**src/rtl/mem_ctrl.sv**
```systemverilog
// mem_ctrl: initiator side of the byte-wide synchronous on-board RAM.
// Serves instruction fetch (IF, always 4 bytes) and load/store (LS, 1/2/4
// bytes). Each request becomes sequential single-byte RAM accesses. Read bytes
// are assembled little-endian and returned with a one-cycle done pulse.
// RAM-side outputs are registered from next-state values, so they line up with
// the state they belong to and never glitch.
module mem_ctrl #(
    parameter int ADDR_WIDTH = 17
) (
    input  logic                  clk_in,
    input  logic                  rst_in,
    input  logic                  flush_in,
    input  logic                  if_valid_in,
    input  logic [31:0]           if_addr_in,
    output logic                  if_done_out,
    output logic [31:0]           if_data_out,
    input  logic                  ls_valid_in,
    input  logic                  ls_wr_in,
    input  logic [1:0]            ls_size_in,
    input  logic [31:0]           ls_addr_in,
    input  logic [31:0]           ls_data_in,
    output logic                  ls_done_out,
    output logic [31:0]           ls_data_out,
    output logic                  ram_en_out,
    output logic                  ram_r_nw_out,
    output logic [ADDR_WIDTH-1:0] ram_a_out,
    output logic [7:0]            ram_d_out,
    input  logic [7:0]            ram_d_in
);

    typedef enum logic [1:0] {
        ST_IDLE  = 2'd0,
        ST_READ  = 2'd1,
        ST_WRITE = 2'd2
    } state_t;

    state_t                state_q, state_d;
    logic [2:0]            cnt_q, cnt_d;
    logic [2:0]            n_q, n_d;
    logic [ADDR_WIDTH-1:0] base_q, base_d;
    logic [31:0]           wdata_q, wdata_d;
    logic                  own_if_q, own_if_d;
    logic [31:0]           asm_q, asm_d;
    logic                  if_done_q, if_done_d;
    logic [31:0]           if_data_q, if_data_d;
    logic                  ls_done_q, ls_done_d;
    logic [31:0]           ls_data_q, ls_data_d;
    logic                  ram_en_q, ram_en_d;
    logic                  ram_r_nw_q, ram_r_nw_d;
    logic [ADDR_WIDTH-1:0] ram_a_q, ram_a_d;
    logic [7:0]            ram_d_q, ram_d_d;
    logic [1:0]            lane_s;

    // Upper client address bits are intentionally ignored.
    logic unused_s;
    assign unused_s = ^{if_addr_in[31:ADDR_WIDTH], ls_addr_in[31:ADDR_WIDTH]};

    // Size code to byte count; the reserved code 11 behaves as a word.
    function automatic logic [2:0] size_to_n(input logic [1:0] size);
        logic [2:0] n;
        case (size)
            2'b00:   n = 3'd1;
            2'b01:   n = 3'd2;
            2'b10:   n = 3'd4;
            default: n = 3'd4;
        endcase
        return n;
    endfunction

    // Select little-endian byte lane idx of a word.
    function automatic logic [7:0] get_byte(input logic [31:0] w, input logic [1:0] idx);
        logic [7:0] b;
        case (idx)
            2'd0:    b = w[7:0];
            2'd1:    b = w[15:8];
            2'd2:    b = w[23:16];
            default: b = w[31:24];
        endcase
        return b;
    endfunction

    // Replace little-endian byte lane idx of a word.
    function automatic logic [31:0] put_byte(input logic [31:0] w, input logic [1:0] idx,
                                             input logic [7:0] b);
        logic [31:0] r;
        r = w;
        case (idx)
            2'd0:    r[7:0]   = b;
            2'd1:    r[15:8]  = b;
            2'd2:    r[23:16] = b;
            default: r[31:24] = b;
        endcase
        return r;
    endfunction

    // Byte arriving while at count cnt belongs to lane cnt-1 (RAM read latency of one).
    assign lane_s = cnt_q[1:0] - 2'd1;

    // State register: all sequential state, synchronous reset.
    always_ff @(posedge clk_in) begin
        if (rst_in) begin
            state_q    <= ST_IDLE;
            cnt_q      <= 3'd0;
            n_q        <= 3'd0;
            base_q     <= '0;
            wdata_q    <= 32'd0;
            own_if_q   <= 1'b0;
            asm_q      <= 32'd0;
            if_done_q  <= 1'b0;
            if_data_q  <= 32'd0;
            ls_done_q  <= 1'b0;
            ls_data_q  <= 32'd0;
            ram_en_q   <= 1'b0;
            ram_r_nw_q <= 1'b1;
            ram_a_q    <= '0;
            ram_d_q    <= 8'd0;
        end else begin
            state_q    <= state_d;
            cnt_q      <= cnt_d;
            n_q        <= n_d;
            base_q     <= base_d;
            wdata_q    <= wdata_d;
            own_if_q   <= own_if_d;
            asm_q      <= asm_d;
            if_done_q  <= if_done_d;
            if_data_q  <= if_data_d;
            ls_done_q  <= ls_done_d;
            ls_data_q  <= ls_data_d;
            ram_en_q   <= ram_en_d;
            ram_r_nw_q <= ram_r_nw_d;
            ram_a_q    <= ram_a_d;
            ram_d_q    <= ram_d_d;
        end
    end

    // Next-state logic: request acceptance, byte sequencing, read assembly and completion.
    always_comb begin
        state_d   = state_q;
        cnt_d     = cnt_q;
        n_d       = n_q;
        base_d    = base_q;
        wdata_d   = wdata_q;
        own_if_d  = own_if_q;
        asm_d     = asm_q;
        if_done_d = 1'b0;
        if_data_d = if_data_q;
        ls_done_d = 1'b0;
        ls_data_d = ls_data_q;
        case (state_q)
            ST_IDLE: begin
                if (if_done_q || ls_done_q) begin
                    // Dead cycle: clients still hold the just-completed request.
                    state_d = ST_IDLE;
                end else if (ls_valid_in) begin
                    base_d   = ls_addr_in[ADDR_WIDTH-1:0];
                    n_d      = size_to_n(ls_size_in);
                    wdata_d  = ls_data_in;
                    own_if_d = 1'b0;
                    cnt_d    = 3'd0;
                    asm_d    = 32'd0;
                    state_d  = ls_wr_in ? ST_WRITE : ST_READ;
                end else if (if_valid_in && !flush_in) begin
                    base_d   = if_addr_in[ADDR_WIDTH-1:0];
                    n_d      = 3'd4;
                    own_if_d = 1'b1;
                    cnt_d    = 3'd0;
                    asm_d    = 32'd0;
                    state_d  = ST_READ;
                end else begin
                    state_d = ST_IDLE;
                end
            end
            ST_READ: begin
                if (own_if_q && flush_in) begin
                    state_d = ST_IDLE;
                end else begin
                    if (cnt_q != 3'd0) begin
                        asm_d = put_byte(asm_q, lane_s, ram_d_in);
                    end else begin
                        asm_d = asm_q;
                    end
                    if (cnt_q == n_q) begin
                        state_d = ST_IDLE;
                        if (own_if_q) begin
                            if_done_d = 1'b1;
                            if_data_d = asm_d;
                        end else begin
                            ls_done_d = 1'b1;
                            ls_data_d = asm_d;
                        end
                    end else begin
                        cnt_d = cnt_q + 3'd1;
                    end
                end
            end
            ST_WRITE: begin
                if (cnt_q == n_q - 3'd1) begin
                    ls_done_d = 1'b1;
                    state_d   = ST_IDLE;
                end else begin
                    cnt_d = cnt_q + 3'd1;
                end
            end
            default: begin
                state_d = ST_IDLE;
            end
        endcase
    end

    // Output decode: RAM strobes for the upcoming cycle, derived from next-state values.
    always_comb begin
        ram_en_d   = 1'b0;
        ram_r_nw_d = 1'b1;
        ram_a_d    = ram_a_q;
        ram_d_d    = ram_d_q;
        if (state_d == ST_READ && cnt_d < n_d) begin
            ram_en_d = 1'b1;
            ram_a_d  = base_d + {{(ADDR_WIDTH-3){1'b0}}, cnt_d};
        end else if (state_d == ST_WRITE && cnt_d < n_d) begin
            ram_en_d   = 1'b1;
            ram_r_nw_d = 1'b0;
            ram_a_d    = base_d + {{(ADDR_WIDTH-3){1'b0}}, cnt_d};
            ram_d_d    = get_byte(wdata_d, cnt_d[1:0]);
        end else begin
            ram_en_d   = 1'b0;
            ram_r_nw_d = 1'b1;
        end
    end

    assign if_done_out  = if_done_q;
    assign if_data_out  = if_data_q;
    assign ls_done_out  = ls_done_q;
    assign ls_data_out  = ls_data_q;
    assign ram_en_out   = ram_en_q;
    assign ram_r_nw_out = ram_r_nw_q;
    assign ram_a_out    = ram_a_q;
    assign ram_d_out    = ram_d_q;

endmodule

```
**config.mk**
```make
export PLATFORM = sky130hd
export DESIGN_NAME = mem_ctrl
export DESIGN_NICKNAME = d
export VERILOG_FILES = /design/src/rtl/mem_ctrl.sv
export SDC_FILE = /design/constraint.sdc
export NUM_CORES = 1
export LEC_CHECK = 0
export BUFFER_PORTS_ARGS = -buffer_cell sky130_fd_sc_hd__buf_2
export CORE_ASPECT_RATIO = 0.75
export CORE_MARGIN = 2
export CORE_UTILIZATION = 57
export DETAILED_ROUTE_END_ITERATION = 8
export PLACE_DENSITY = 0.93
export SLEW_MARGIN = 10
export SYNTH_ARGS = -nofsm -noshare
export SYNTH_HDL_FRONTEND = slang
export SYNTH_SLANG_ARGS = --single-unit
```
**constraint.sdc**
```tcl
create_clock -name clk_in -period 7.15 [get_ports clk_in]
set_clock_uncertainty 0.05 [all_clocks]
set_input_delay 0.3575 -clock clk_in [delete_from_list [all_inputs] [get_ports clk_in]]
set_output_delay 0.3575 -clock clk_in [all_outputs]
set_load 0.02 [all_outputs]
```
---- Word level (Yosys, flattened, before mapping) ----
Index checks and enable logic that the tools add are counted.
storage, ports and cells
  flip-flop bits (word level) ............. 183
operators by class
  bitwise gates (word level) .............. 6
  reductions and logical operators ........ 22
  muxes and demuxes ....................... 51
  $add $sub $neg .......................... 4
  equality and inequality tests ........... 14
  order comparisons ....................... 1
operator list
  kind                                                 count
  2-to-1 mux 32 bit                                    8
  2-to-1 mux 17 bit                                    6
  case mux 32 bit (2 select lines)                     1
  2-to-1 mux 8 bit                                     4
  2-to-1 mux 3 bit                                     10
  case mux 8 bit (3 select lines)                      1
  adder 17 x 3 -> 17 bit                               1
  2-to-1 mux 2 bit                                     6
  AND reduction 4 bit                                  3
  2-to-1 mux 1 bit                                     11
  equality test 2 x 1 -> 1 bit, second input constant  5
  case mux 3 bit (3 select lines)                      1
  equality test 2 bit, second input constant           4
  logical NOT 2 bit                                    4
  equality test 3 bit                                  2
  inverter 1 bit                                       6
  case mux 2 bit (3 select lines)                      1
  case mux 3 bit (2 select lines)                      1
  nonzero test 2 bit                                   3
  logical AND 1 bit                                    4
  inequality test 2 bit, second input constant         2
  OR reduction 4 bit                                   1
  adder 3 x 1 -> 3 bit, second input constant          1
  less-than comparator 3 bit                           1
  other kinds (11)                                     11

---- Logic depth before layout (Yosys ltp) ----
Gate-level depths: netlist of the first run.
  depth after elaboration ................. 10
  mapped depth ............................ 15

---- Worst setup path before layout of the first run ----
Ideal clock, no wire load.
  path type ............................... reg-to-reg
  from .................................... register n_q[0]
  to ...................................... register ram_a_q[4] (netlist: ram_a_out[4])
  buffers on the path ..................... 2
  required time ........................... 6.972 ns
  arrival time ............................ 3.614 ns
  clock period less this slack ............ 3.791 ns
  slack ................................... 3.359 ns
  cell stages (with the launch flop) ...... 16
  library setup time ...................... 0.128 ns
  cells stage by stage .................... dfxtp_1 -> inv_1 -> ha_1 -> xor3_2 -> o31ai_4 -> a21oi_1 -> a22oi_1 -> clkbuf_1 -> inv_1 -> ha_1 -> or3_1 -> a2111o_1 -> a22oi_2 -> buf_6 -> mux2i_1 -> nor2_1
on the way
  longest elaborated chain between the ends .. 7
  elaborated cells between the ends (all ways) .. 24
RTL lines
  what                                                                         line      text
  start, declared                                                              39        logic [2:0] n_q, n_d;
  start signal, assigned                                                       120       n_q <= n_d;
  subtractor 3 x 1 -> 3 bit / equality test 3 bit (equally long branches)      197, 182
  equality test 3 bit / 2-to-1 mux 3 bit (equally long branches)               197, 182
  2-to-1 mux 3 bit (on tied branches)                                          197, 174
  case mux 3 bit (3 select lines) (*)                                          149       case (state_q)
  net cnt_d[1]                                                                 38        logic [2:0] cnt_q, cnt_d;
  adder 17 x 3 -> 17 bit / less-than comparator 3 bit (equally long branches)  n/a
  2-to-1 mux 17 bit, or another cell as far along                              219       end else if (state_d == ST_WRITE && cnt_d < n_d) begin
  2-to-1 mux 17 bit / nonzero test 2 bit (equally long branches)               n/a
  end signal, assigned                                                         131       ram_a_q <= ram_a_d;
  end, declared                                                                50        logic [ADDR_WIDTH-1:0] ram_a_q, ram_a_d;
The timed path passes the listed nets; every way through them passes the cells marked *. The select of a mux whose other input is x is not followed.
A chain may end at the register's enable or synchronous reset.

---- Worst setup path in the final report of the first run ----
  from .................................... register n_q[0]
  to ...................................... register ram_a_q[11] (netlist: ram_a_out[11])
Same word-level chain as after synthesis.

==> flow_summary_export.csv, run 1 <==
group,metric,value,unit
synth,synth-edff-count,0,
timing,setup_viol,0,
detailed_routing,viasPerCell,5.85,
grt,grt_max_degree,98,
worst_setup_path,timing.rr.end,"ram_a_out[11]$_SDFFE_PP0P_",
synth,syn_area_per_cell,8.87,um2
floorplan,die_w,138,um
cts,cts_buffers,17,
cts,cts_sinks,183,
floorplan,rows,36,
synth,ys_ff_latch,183,
cts,post_cts_buffers,0,
cts,cts_root_buf,"clkbuf_16",
power,p_clk_share,37.4,%
cts,clk_path_buf_depth,2,
layout,final_util,69.6,%
synth,synthArstFlopShare,0,%
worst_setup_path,worstPathArrival,4.92,ns
grt,grt_pass1_wl,30600,um
floorplan,initial_core_util,58.5,%
timing,worstMarginPinSlew,1.11,ns
worst_setup_path,reg2reg_depth,14,
synth,syn_inst,862,
detailed_routing,vias,6927,
detailed_routing,routed_wirelength,19100,um
timing,fmax,216,MHz
detailed_routing,drt_iter0_drc,788,
worst_setup_path,worst_setup_path_end_kind,"flip-flop",
detailed_routing,dr.pass1.iters,7,
power,ir_drop,0.158,mV
timing,fin_crit_sh,64.9,%
power,power_density,259,nW/um2
timing,rsz0062_at_grt,"no",
detailed_routing,wire_per_inst,16.1,um
grt,grt.total_usage,26.3,%
min_path,hp-start,"ls_data_in[12]",
synth,yosys_warnings,0,
worst_setup_path,required,7.43,ns
layout,drive_gt1_share,21.8,%
layout,final_cell_mix,"183 x dfxtp_1, 173 x buf_2, 140 x nor2_1, 84 x nand2_1, 68 x a211oi_1",
layout,seq_area,3660,um2
cts,ctsHoldBuffers,0,
layout,multi_input_area,3690,um2
floorplan,core_area,13100,um2
power,power_frac_seq,46.8,%
timing,fin_setup_tns,0,ns
placement,dp_hpwl,13000,um
grt,antenna_found_initial,0,
layout,nets,1129,
detailed_routing,drc,0,
power,p_leak,3.87,nW
timing,relSlewSlack,26.1,%
timing,post-route-min-period,4.64,ns
cts,cts_resized,0,
timing,slew_violations,0,
outcome,status,"complete, no violations",
power,p_switching,0.662,mW
cts,clk_pin_slew_worst_paths,0.07,ns
detailed_routing,antenna_left,0,
floorplan,dieArea,14400,um2
synth,synth_nets,990,
worst_setup_path,critPathLaunchType,"flip-flop",
grt,grt_pass1_vias,6174,
cts,cts_tree,"done",
power,internal_power,1.70,mW
worst_setup_path,path_class,"reg -> reg",
power,p_sw_share,28.1,%
timing,finalHoldViolations,0,
grt,grt_overflow,0,
synth,synth-main-ff-cell,"dfxtp_1",
power,power.share.combinational,15.8,%
worst_setup_path,critPathMaxFanout,34,
worst_setup_path,worstReg2RegStart,"n_q[0]$_SDFF_PP0_",
placement,gp_routability_congestion,0.828,
synth,synth_cell_types,57,
cts,clk_latency,0.41,ns
layout,nFillCells,1031,
synth,netlist_area,7650,um2
cts,cts_max_level,4,
placement,placedCellCount,1153,
layout,final_cells,1185,
layout,n_antenna_cell,0,
floorplan,ios,205,
synth,ys_seq_area_share,47.9,%
min_path,hold_end,"wdata_q[12]$_SDFF_PP0_",
min_path,hold_path_class,"in -> reg",
placement,numPortBuffers,174,
layout,final_common_cell,"dfxtp_1",
worst_setup_path,rrSetupSlack,2.51,ns
min_path,min_path_cells,3,
layout,syn_to_final_growth,19.0,%
job,cap_violations,0,
floorplan,die_height,104,um
## Yosys cell counts, drive strengths merged, types with 6 or more instances
cell type | n | area share, %
a211oi | 68 | 6.7
a21boi | 16 | 1.6
a21oi | 63 | 4.2
a222oi | 15 | 2.0
a22oi | 36 | 3.6
a31oi | 8 | 0.65
buf | 20 | 1.3
clkbuf | 41 | 2.0
dfxtp | 183 | 48
ha | 15 | 2.5
inv | 13 | 0.64
mux2i | 37 | 4.8
nand2 | 85 | 4.2
nand2b | 8 | 0.65
nand3 | 6 | 0.39
nor2 | 141 | 6.9
nor3 | 7 | 0.46
o21ai | 33 | 2.2
o22ai | 9 | 0.74
xnor2 | 15 | 1.7
## logic make-up after synthesis
group / Yosys count / share of synthesized area, %
xor+xnor: 16 / 2.05
flops: 183 / 47.9
compound gates: 262 / 23.3
mux: 37 / 4.84
simple gates: 274 / 15.3
fa+ha+maj: 16 / 2.72
buf+inv: 74 / 3.93
## registers in the layout (all words and copies together), names as in the netlist, 8 cells and up
register,flops
ram_d_out,8
base_q,17
ls_data_out,32
asm_q,32
wdata_q,32
if_data_out,32
ram_a_out,17
## power groups by stage
stage	logic, mW	clock network [mW]	registers [mW]
floorplan	0.222	0	1.16
global placement	0.358	0	1.12
detailed placement	0.368	0	1.13
CTS	0.370	0.894	1.10
global route	0.409	0.937	1.11
finish	0.373	0.882	1.10
## layout make-up
| cell class | instances | share of cell area [%] |
|---|---|---|
| clock buffers | 22 | 4.99 |
| clock inverters | 10 | 1.06 |
| inverters | 13 | 0.536 |
| multi-input cells | 605 | 40.6 |
| flip-flops and latches | 183 | 40.3 |
| well taps | 171 | 2.35 |
| repair buffers | 181 | 10.2 |
## critical path, stage by stage (launching register included)
cell       delay [ns]
dfxtp_1          0.37
inv_1            0.06
ha_1             0.30
xnor2_1          0.30
or4b_1           0.21
o2111ai_1        0.19
a22oi_1          0.23
buf_4            0.35
inv_1            0.18
ha_1             0.23
or3_1            0.35
a2111o_1         0.34
a22oi_2          0.91
nand2_2          0.25
o22ai_1          0.23
## through the flow
| step | hold slack, ns | worst slack (ns) | total power [mW] | area (um2) |
|---|---|---|---|---|
| finish | 0.154 | 2.51 | 2.36 | 9100 |
| global route | 0.153 | 2.22 | 2.45 | 9100 |
| CTS | 0.137 | 2.53 | 2.37 | 9100 |
| detailed placement | 0.400 | 2.56 | 1.49 | 8550 |
| global placement | 0.392 | 2.65 | 1.48 | 8550 |
| floorplan | 0.385 | 3.36 | 1.38 | 7650 |
## how the worst max path moves through the flow
stage | start | endpoint | slack (ns) | depth (start not counted)
floorplan | n_q[0]$_SDFF_PP0_ | ram_a_out[4]$_SDFFE_PP0P_ | 3.36 | 15
global route | n_q[0]$_SDFF_PP0_ | ram_a_out[11]$_SDFFE_PP0P_ | 2.22 | 14
CTS | n_q[0]$_SDFF_PP0_ | ram_a_out[11]$_SDFFE_PP0P_ | 2.53 | 14
global placement | n_q[1]$_SDFF_PP0_ | ram_a_out[12]$_SDFFE_PP0P_ | 2.65 | 14
detailed placement | n_q[0]$_SDFF_PP0_ | ram_a_out[11]$_SDFFE_PP0P_ | 2.56 | 14
finish | n_q[0]$_SDFF_PP0_ | ram_a_out[11]$_SDFFE_PP0P_ | 2.51 | 14
## routing by layer
layer	up-vias	global-route usage [%]	share of wire, %
met4	0	7.80	1.6
met2	273	38.8	45
li1	3388	-	-
met1	3240	38.8	47
met5	-	0	0
met3	26	5.02	6.9
(Power assumes the default switching activity.)
==> run 2: changes to the inputs <==
CORE_UTILIZATION = 47   (was 57)
PLACE_DENSITY = 0.82   (was 0.93)
clock period = 4.14 ns   (was 7.15 ns; I/O delays follow)
==> flow_summary_export.csv, run 2 (synthesized netlist as in run 1, its figures left out) <==
group,metric,value,unit
layout,syn_to_final_growth,24.3,%
floorplan,ios,205,
floorplan,die_w,151,um
layout,nets,1164,
floorplan,core_area,16000,um2
worst_setup_path,timing.rr.end,"ram_a_out[15]$_SDFFE_PP0P_",
power,power_density,443,nW/um2
grt,antenna_found_initial,0,
cts,cts_resized,0,
detailed_routing,drc,0,
cts,cts_root_buf,"clkbuf_16",
timing,holdWs,0.0176,ns
timing,relSlewSlack,43.5,%
power,ir_drop,0.256,mV
detailed_routing,routed_wirelength,20400,um
grt,grt_pass1_wl,32400,um
floorplan,initial_core_util,47.9,%
layout,final_common_cell,"dfxtp_1",
worst_setup_path,rrSetupSlack,0.20,ns
timing,setup_viol,0,
worst_setup_path,critPathLaunchType,"flip-flop",
grt,grt.total_usage,23.5,%
grt,grt_max_degree,66,
worst_setup_path,cp_slowest_stage_delay,0.64,ns
worst_setup_path,worstPathArrival,4.19,ns
outcome,status,"complete, no violations",
worst_setup_path,worst_setup_path_end_kind,"flip-flop",
cts,cts_max_level,4,
floorplan,rows,40,
worst_setup_path,cp_common_cell,"ha_1",
worst_setup_path,worstReg2RegStart,"n_q[0]$_SDFF_PP0_",
worst_setup_path,crit_chain,"inv_1 > ha_1 > xor3_2 > or4b_1 > and3_1 > a22oi_1 > nor3b_1 > nor2_1 > ha_1 > a21oi_1 > nor4_1 > nand4b_1 > xnor2_1 > o22ai_1",
layout,multi_input_area,3700,um2
layout,nFillCells,1349,
layout,final_cell_mix,"183 x dfxtp_1, 173 x buf_2, 140 x nor2_1, 84 x nand2_1, 68 x a211oi_1",
worst_setup_path,path_depth,14,
timing,fin_setup_tns,0,ns
timing,post-route-min-period,3.94,ns
placement,dp_hpwl,13800,um
cts,clk_path_buf_depth,2,
power,p_leak,4.05,nW
detailed_routing,vias,7026,
worst_setup_path,cp_num_buf_inv,1,
timing,fmax,254,MHz
worst_setup_path,required,4.39,ns
layout,n_antenna_cell,0,
timing,worstMarginPinSlew,0.847,ns
min_path,hold_path_class,"in -> reg",
cts,post_cts_buffers,0,
cts,clk_pin_slew_worst_paths,0.07,ns
cts,cts_buffers,17,
detailed_routing,dr.pass1.iters,8,
worst_setup_path,critPathTopFamily,"simple AND/OR/NAND/NOR gates",
grt,grt_overflow,0,
worst_setup_path,critPathMaxFanout,4,
job,cap_violations,0,
floorplan,die_height,114,um
layout,seq_area,3660,um2
placement,numPortBuffers,174,
detailed_routing,drt_iter0_drc,537,
timing,finalHoldViolations,0,
worst_setup_path,cp-startpoint,"n_q[0]$_SDFF_PP0_",
timing,rsz0062_at_grt,"no",
detailed_routing,wire_per_inst,16.2,um
layout,drive_gt1_share,22.6,%
worst_setup_path,reg2reg_depth,14,
worst_setup_path,critical_path.endpoint,"ram_a_out[15]$_SDFFE_PP0P_",
timing,slew_violations,0,
cts,clk_latency,0.42,ns
grt,grt_pass1_vias,6459,
detailed_routing,antenna_left,0,
worst_setup_path,path_class,"reg -> reg",
timing,fin_crit_sh,95.1,%
floorplan,dieArea,17300,um2
placement,gp_routability_congestion,0.877,
cts,ctsHoldBuffers,21,
detailed_routing,viasPerCell,5.58,
worst_setup_path,cpMaxStageDelayCell,"nor4_1",
cts,cts_sinks,183,
cts,cts_tree,"done",
==> run 2: report_power, final <==
group	switching [mW]	internal, mW
registers	0.0461	1.86
logic	0.436	0.249
clock network	0.693	0.927
==> run 2: worst register-to-register path, stage by stage, from the launching register on <==
cell and delay [ns]:
dfxtp_1 0.37, inv_1 0.06, ha_1 0.21, xor3_2 0.41, or4b_1 0.56, and3_1 0.20
a22oi_1 0.18, nor3b_1 0.09, nor2_1 0.25, ha_1 0.23, a21oi_1 0.09, nor4_1 0.64
nand4b_1 0.22, xnor2_1 0.19, o22ai_1 0.08
==> run 2: worst min-delay path by stage <==
stage	from	to	slack (ns)	cells past startpoint
6_report	ls_data_in[22]	wdata_q[22]$_SDFF_PP0_	0.02	3
5_1_grt	ls_data_in[16]	wdata_q[16]$_SDFF_PP0_	0.01	3
4_1_cts	ls_data_in[16]	wdata_q[16]$_SDFF_PP0_	0.001	3
3_5_place_dp	wdata_q[2]$_SDFF_PP0_	wdata_q[2]$_SDFF_PP0_	0.40	2
3_3_place_gp	wdata_q[0]$_SDFF_PP0_	wdata_q[0]$_SDFF_PP0_	0.39	2
2_1_floorplan	ls_data_in[10]	wdata_q[10]$_SDFF_PP0_	0.31	2
==> run 2: layout make-up <==
type	count	area share [%]
Tap cell	210	2.77
Sequential cell	183	38.6
Clock buffer	22	4.89
Clock inverter	10	1.26
Multi-Input combinational cell	605	38.9
Timing Repair Buffer	216	13.1
Inverter	13	0.514
==> run 2: through the flow <==
stage                     util [%]  total power [mW]  area [um2]  std cells  setup slack (ns)
after detailed placement      54.5              2.61        8710       1206             0.242
after global placement        54.5              2.59        8710       1206             0.364
after CTS                     59.5              4.23        9500       1259             0.229
after floorplan                  -              2.39        7650        862             0.349
after global routing          59.5              4.39        9500       1259           0.00965
final                         59.5              4.21        9500       1259             0.204
==> run 2: per-layer routing <==
| layer | GRT usage, % | share of wire, % | up-vias |
|---|---|---|---|
| li1 | - | - | 3437 |
| met1 | 33.4 | 48 | 3312 |
| met2 | 36.0 | 45 | 252 |
| met3 | 4.66 | 5.9 | 25 |
| met4 | 7.48 | 1.5 | 0 |
| met5 | 0 | 0 | - |
==> run 3: changes to the inputs <==
PLACE_DENSITY = 0.75   (was 0.82)
==> flow_summary_export.csv, run 3 (synthesized netlist as in run 1, its figures left out) <==
group,metric,value,unit
outcome,status,"complete, no violations",
floorplan,dieArea,17300,um2
worst_setup_path,critPathLaunchType,"flip-flop",
detailed_routing,route.met2.wl,8700,um
timing,rsz0062_at_grt,"no",
worst_setup_path,required,4.45,ns
floorplan,die_height,114,um
layout,final_cells,1265,
cts,cts_max_level,4,
timing,setup_viol,0,
floorplan,core_area,16000,um2
power,p_leak,4.09,nW
floorplan,rows,40,
detailed_routing,antenna_left,0,
grt,grt_pass1_wl,32300,um
detailed_routing,viasPerCell,5.51,
layout,final_common_cell,"dfxtp_1",
detailed_routing,highest_layer,"met4",
floorplan,die_w,151,um
timing,fin_setup_tns,0,ns
power,power_density,444,nW/um2
layout,drive_gt1_share,22.7,%
detailed_routing,wire_per_inst,15.9,um
detailed_routing,routed_wirelength,20100,um
detailed_routing,drc,0,
layout,multi_input_area,3700,um2
layout,nets,1170,
detailed_routing,dr.pass1.iters,5,
layout,seq_area,3660,um2
layout,n_antenna_cell,0,
grt,grt_overflow,0,
cts,cts_buffers,17,
grt,grt_max_degree,97,
cts,post_cts_buffers,0,
detailed_routing,vias,6973,
timing,worstMarginPinSlew,1.09,ns
worst_setup_path,worstPathArrival,4.09,ns
timing,fin_crit_sh,91.3,%
timing,slew_violations,0,
cts,clk_latency,0.43,ns
power,ir_drop,0.263,mV
worst_setup_path,worst_setup_path_end_kind,"flip-flop",
timing,post-route-min-period,3.78,ns
placement,dp_hpwl,13500,um
worst_setup_path,path_class,"reg -> reg",
timing,relSlewSlack,27.6,%
cts,clk_pin_slew_worst_paths,0.07,ns
placement,gp_routability_congestion,0.809,
timing,finalHoldViolations,0,
layout,nFillCells,1431,
detailed_routing,wl_met3,1400,um
grt,antenna_found_initial,1,
placement,numPortBuffers,174,
detailed_routing,wl_met1,9700,um
grt,grt.total_usage,23.5,%
layout,syn_to_final_growth,25.4,%
timing,finalWorstSetupSlack,0.358,ns
placement,placedCellCount,1205,
grt,grt_pass1_vias,6368,
detailed_routing,drt_iter0_drc,548,
cts,cts_tree,"done",
cts,cts_root_buf,"clkbuf_16",
cts,cts_sinks,183,
layout,final_cell_mix,"183 x dfxtp_1, 173 x buf_2, 140 x nor2_1, 84 x nand2_1, 68 x a211oi_1",
min_path,hold_path_class,"in -> reg",
timing,holdWs,0.0137,ns
worst_setup_path,critPathMaxFanout,24,
floorplan,initial_core_util,47.9,%
floorplan,ios,205,
cts,clk_path_buf_depth,2,
timing,fmax,264,MHz
placement,place_ws,0.406,ns
job,cap_violations,0,
-- run 3: cell type report --
type | count | share of cell area (%)
multi-input cells | 605 | 38.6
flip-flops and latches | 183 | 38.2
repair buffers | 222 | 13.6
clock buffers | 17 | 4.44
well taps | 210 | 2.74
clock inverters | 15 | 1.92
inverters | 13 | 0.509
-- run 3: per-stage QoR --
stage / power (mW) / utilization [%] / cell area [um2]
2_1_floorplan: 2.39 / - / 7650
3_3_place_gp: 2.59 / 54.5 / 8700
3_5_place_dp: 2.60 / 54.5 / 8700
4_1_cts: 4.28 / 60.1 / 9590
5_1_grt: 4.44 / 60.1 / 9590
6_report: 4.25 / 60.1 / 9590
-- run 3: power breakdown --
part	switching [mW]	leakage [nW]	total, mW	internal, mW
Sequential	0.0435	1.49	1.90	1.86
Clock	0.752	0.292	1.67	0.915
Combinational	0.435	2.31	0.685	0.251
Total	1.23	4.09	4.25	3.02
-- run 3: what timing repair did --
item                                    4_1_cts  5_1_grt
resized for setup                             0        0
hold buffers                                 28        0
endpoints found under the setup margin        0        0
endpoints found under the hold margin        27        0
-- run 3: worst max-delay path: stages (launching register included) --
cell     delay, ns
dfxtp_1       0.39
inv_1         0.06
ha_1          0.19
xor3_2        0.41
or4b_1        0.58
and3_1        0.20
a22oi_1       0.18
nor3b_1       0.09
nor2_1        0.22
ha_1          0.27
o21ai_0       0.10
nand2_1       0.13
a22oi_2       0.16
buf_4         0.30
nand2_2       0.16
o22ai_1       0.22
-- run 3: worst paths after layout --
kind                               from                          to  slack (ns)  depth (start not counted)
setup / recovery      n_q[1]$_SDFF_PP0_  ram_a_out[11]$_SDFFE_PP0P_        0.36                         15
setup reg to reg      n_q[1]$_SDFF_PP0_  ram_a_out[11]$_SDFFE_PP0P_        0.36                         15
hold / removal           ls_data_in[11]      wdata_q[11]$_SDFF_PP0_        0.01                          3
hold reg to reg   wdata_q[1]$_SDFF_PP0_       wdata_q[1]$_SDFF_PP0_        0.41                          2
-- run 3: metal layers --
| metal | up-vias | track usage (%) |
|---|---|---|
| li1 | 3459 | - |
| met1 | 3278 | 33.8 |
| met2 | 213 | 34.1 |
| met3 | 23 | 6.69 |
| met4 | 0 | 7.10 |
| met5 | - | 0 |
